`src/rtl/mult_seq_16bits.sv`:
```
// rtl/mult_seq_16bits.sv - sequential unsigned 16x16 shift-and-add multiplier with 32-bit held product
// One partial-product addition per cycle through a 16-bit ripple adder; start/busy/done handshake.

module full_adder_16bits (
    input  logic [15:0] a,
    input  logic [15:0] b,
    input  logic        cin,
    output logic [15:0] s,
    output logic        cout
);
    logic [16:0] c;

    assign c[0] = cin;

    for (genvar i = 0; i < 16; i++) begin : g_bit
        assign s[i]   = a[i] ^ b[i] ^ c[i];
        assign c[i+1] = (a[i] & b[i]) | (c[i] & (a[i] ^ b[i]));
    end

    assign cout = c[16];
endmodule

module mult_seq_16bits (
    input  logic        clk,
    input  logic        rst_n,
    input  logic        start,
    input  logic [15:0] a,
    input  logic [15:0] b,
    output logic        busy,
    output logic        done,
    output logic [31:0] product,
    output logic        hi_nz
);
    typedef enum logic [1:0] {
        S_IDLE = 2'd0,
        S_CALC = 2'd1,
        S_DONE = 2'd2
    } state_t;

    state_t      state_q;
    state_t      state_d;
    logic [15:0] mcand;
    logic [15:0] acc_hi;
    logic [15:0] acc_lo;
    logic [4:0]  cnt;
    logic        load;
    logic        step;
    logic        finish;

    logic [15:0] add_b;
    logic [15:0] sum;
    logic        cout;
    logic [15:0] next_hi;
    logic [15:0] next_lo;

    // Add the multiplicand only when the current multiplier LSB is set.
    assign add_b = acc_lo[0] ? mcand : 16'h0000;

    full_adder_16bits u_adder (
        .a    (acc_hi),
        .b    (add_b),
        .cin  (1'b0),
        .s    (sum),
        .cout (cout)
    );

    // Carry-out becomes the new top bit, so the accumulator never overflows.
    assign next_hi = {cout, sum[15:1]};
    assign next_lo = {sum[0], acc_lo[15:1]};

    always_ff @(posedge clk or negedge rst_n) begin
        if (!rst_n) begin
            state_q <= S_IDLE;
        end else begin
            state_q <= state_d;
        end
    end

    always_comb begin
        state_d = state_q;
        busy    = 1'b0;
        done    = 1'b0;
        load    = 1'b0;
        step    = 1'b0;
        finish  = 1'b0;
        case (state_q)
            S_IDLE: begin
                if (start) begin
                    load    = 1'b1;
                    state_d = S_CALC;
                end
            end
            S_CALC: begin
                busy = 1'b1;
                step = 1'b1;
                if (cnt == 5'd15) begin
                    finish  = 1'b1;
                    state_d = S_DONE;
                end
            end
            S_DONE: begin
                done    = 1'b1;
                state_d = S_IDLE;
            end
            default: begin
                state_d = S_IDLE;
            end
        endcase
    end

    always_ff @(posedge clk or negedge rst_n) begin
        if (!rst_n) begin
            mcand   <= 16'h0000;
            acc_hi  <= 16'h0000;
            acc_lo  <= 16'h0000;
            cnt     <= 5'd0;
            product <= 32'h0000_0000;
            hi_nz   <= 1'b0;
        end else begin
            if (load) begin
                mcand  <= a;
                acc_lo <= b;
                acc_hi <= 16'h0000;
                cnt    <= 5'd0;
            end
            if (step) begin
                acc_hi <= next_hi;
                acc_lo <= next_lo;
                cnt    <= cnt + 5'd1;
            end
            // Product is only disturbed on completion; it holds the previous result meanwhile.
            if (finish) begin
                product <= {next_hi, next_lo};
                hi_nz   <= |next_hi;
            end
        end
    end
endmodule

```
`config.mk`:
```
export PLATFORM = sky130hd
export DESIGN_NAME = mult_seq_16bits
export DESIGN_NICKNAME = d
export VERILOG_FILES = /design/src/rtl/mult_seq_16bits.sv
export SDC_FILE = /design/constraint.sdc
export NUM_CORES = 1
export LEC_CHECK = 0
export BUFFER_PORTS_ARGS = -buffer_cell sky130_fd_sc_hd__buf_4
export CORE_MARGIN = 1.5
export CORE_UTILIZATION = 60
export DETAILED_ROUTE_END_ITERATION = 8
export PLACE_DENSITY = 0.84
export SLEW_MARGIN = 20
export SYNTH_ARGS = -nofsm -noshare
export SYNTH_HDL_FRONTEND = slang
export SYNTH_HIERARCHICAL = 1
export SYNTH_SLANG_ARGS = --single-unit
```
`constraint.sdc`:
```
create_clock -name clk -period 13.8 [get_ports clk]
set_input_delay 1.38 -clock clk [delete_from_list [all_inputs] [get_ports clk]]
set_output_delay 1.38 -clock clk [all_outputs]
set_load 0.03 [all_outputs]
```
==> flow_summary.ini <==
[run_status]
status = complete, but fails checks
violations = DRC

[synthesis]
synth_warnings = 6
synth_seq_cells = 88
syn_nets = 343
netlist_area_um2 = 4090
synth_edf_count = 0
yosysSeqAreaShare_pct = 53.8
syn_inst = 290
async_flop_share_pct = 100
synth-main-ff-cell = dfrtp_1
synth_cell_types = 31
syn_area_per_cell_um2 = 14.1

[setup_path]
crit_arrival_ps = 8050
cp_max_fo = 18
crit_path_max_incr_delay_ps = 580
crit_type = reg2reg
cpMaxStageDelayCell = dfrtp_1
critPathLaunchType = register
critical_path_buf_inv_count = 4
crit_chain = and2_1 -> fa_1 -> inv_1 -> fa_1 -> inv_1 -> fa_1 -> fa_1 -> fa_1 -> fa_1 -> fa_1 -> fa_1 -> fa_1 -> fa_1 -> fa_1 -> fa_1 -> fa_1 -> fa_1 -> fa_1 -> inv_1 -> fa_1 -> inv_1 -> nor4_1 -> nand4_1 -> mux2_4
critPathRequiredTime_ps = 14050
worst_path_most_repeated_cell = fa_1
path_delay_family = adder cells
end_kind = register

[global_routing]
grt-ovfl-total = 0
grt_pass1_wl_um = 13300
grt_start_max_net_pins = 89
grt_pass1_vias = 2629
grtUsageTotal_pct = 23.7
antenna_found_initial = 0

[detailed_routing]
drc = 3
viasPerCell = 5.81
drtIter0Drc = 179
via_count = 2545
wl_um = 8040
avgRoutedWirePerCell_um = 18.4
drtAntennaViolNets = 0
dr.pass1.iters = 6

[place]
place_area_um2 = 4610
numPortBuffers = 69
place_congestion = 0.880
dp_hpwl_um = 5640

[timing]
fin_setup_tns_ps = 0
tightest_slew_ps = 1080
final_max_slew_viol_count = 0
max_slew_margin_pct = 27.5
timing.hold.ws_ps = 481
rsz0062_at_grt = no
setup_viol = 0
period_minus_slack_ps = 7800
hold_viol_final = 0
timing.fmax_ghz = 0.128
fin_skew_ps = 16.4
post-route-period-util_pct = 56.6

[job]
drv_cap = 0

[clock_tree]
cts_buffers = 9
cts_tree = done
hold_buffers = 0
root_buffer = clkbuf_8
h-tree-depth = 3
post_cts_buffers = 0
cts_resized = 0
clkTransAtPathRegs_ps = 90
clock_latency_ps = 360
clock_path_buffers = 2
cts_sinks = 88

[die]
dieArea_um2 = 7330
initial_core_util_pct = 63.4
die_w_um = 85.6
ios = 70
rows = 29
coreArea_um2 = 6460
fp.dieH_um = 85.6

[hold_path]
hold_path_class = reg2reg

[final_layout]
nets = 409
synthToLayoutAreaGrowth_pct = 18.2
final_area_um2 = 4840
fill_cells = 414
fin_util_pct = 74.9
drive_gt1_share_pct = 38.8
diodes = 0

[power]
p_leak_nw = 2.36
vdd_drop_max_uv = 139
power.density_nw_per_um2 = 266
p_total_mw = 1.29
[per-stage QoR]
stage               setup WS (ps)  instances
CTS                          6010        438
finish                       6000        438
global route                 5720        438
floorplan                    6790        290
global placement             6480        422
detailed placement           6050        422
[logic make-up after synthesis]
family	Yosys count	synth area share, %
buffers and inverters	29	3.91
other	1	0.0916
AOI/OAI and AO/OA	54	9.41
and+or+nand+nor	49	6.91
muxes	51	17.5
adders and majority gates	18	8.44
DFF	88	53.8
[worst paths after layout]
kind                            from    endpoint  cells past startpoint  slack [ps]
max in group asynchronous      rst_n      cnt[1]                      1       12200
setup / recovery           acc_lo[0]       hi_nz                     24        6000
setup reg to reg           acc_lo[0]       hi_nz                     24        6000
hold reg to reg               cnt[3]      cnt[3]                      1         480
hold / removal                cnt[3]      cnt[3]                      1         480
min in group asynchronous      rst_n  product[6]                      1        1060
[where the power goes]
| part | switching [mW] | total, mW | internal [mW] |
|---|---|---|---|
| registers | 0.101 | 0.484 | 0.383 |
| clock network | 0.0932 | 0.201 | 0.108 |
| logic | 0.303 | 0.601 | 0.298 |
[area by class of cell]
cell class | instances | area (µm²) | share of cell area (%)
sequential | 88 | 2200 | 45.5
multi-input combinational | 173 | 1730 | 35.8
timing repair buffer | 70 | 529 | 10.9
clock buffer | 10 | 138 | 2.84
tap | 77 | 96.3 | 1.99
clock inverter | 6 | 90.1 | 1.86
inverter | 14 | 52.6 | 1.09
[registers in the layout (all words and copies together), names as in the netlist]
signal   flops
acc_lo      16
state_q      2
hi_nz        1
product     32
cnt          5
mcand       16
acc_hi      16
[worst reg2reg max path, delay by kind of cell (launching register included)]
family | cells | cell delay [ps]
fa+ha+maj | 16 | 5870
simple gates | 3 | 690
flops | 1 | 580
buf+inv | 4 | 280
mux | 1 | 280
[metal layers]
metal / vias to the layer above / wire (µm) / global-route usage, %
met5: - / 0 / 0
met1: 1302 / 3450 / 31.7
met4: 0 / 248 / 11.7
met3: 24 / 300 / 4.43
met2: 74 / 4040 / 37.7
li1: 1145 / - / -
[cells in the mapped netlist (all sizes together) (3+ instances only)]
cell | n | area (µm²)
fa | 16 | 320
dfrtp | 88 | 2200
and2 | 16 | 100
a22oi | 15 | 113
buf | 13 | 100
inv | 14 | 52.6
nand2 | 19 | 73.8
o21ai | 17 | 85.1
nand2b | 3 | 18.8
nor4 | 4 | 25.0
mux2 | 49 | 694
a22o | 17 | 149
[layout by cell type, fill, tap and decap left out]
master / instances
a21oi_1: 2
a221o_1: 1
a22o_1: 17
a22oi_1: 15
and2_1: 16
and3_1: 1
buf_4: 69
buf_6: 1
bufinv_16: 2
clkbuf_8: 10
clkinv_2: 1
clkinvlp_4: 1
conb_1: 1
dfrtp_1: 88
fa_1: 16
ha_1: 2
inv_1: 13
inv_2: 1
inv_6: 2
mux2_2: 11
mux2_4: 38
mux2i_1: 2
nand2_1: 18
nand2_2: 1
nand2b_1: 3
nand3b_1: 1
nand4_1: 2
nor2b_1: 1
nor2b_4: 1
nor3b_4: 1
nor4_1: 4
o21ai_0: 17
o21bai_1: 1
o21bai_2: 1
Power figures use the tool's default switching activity.
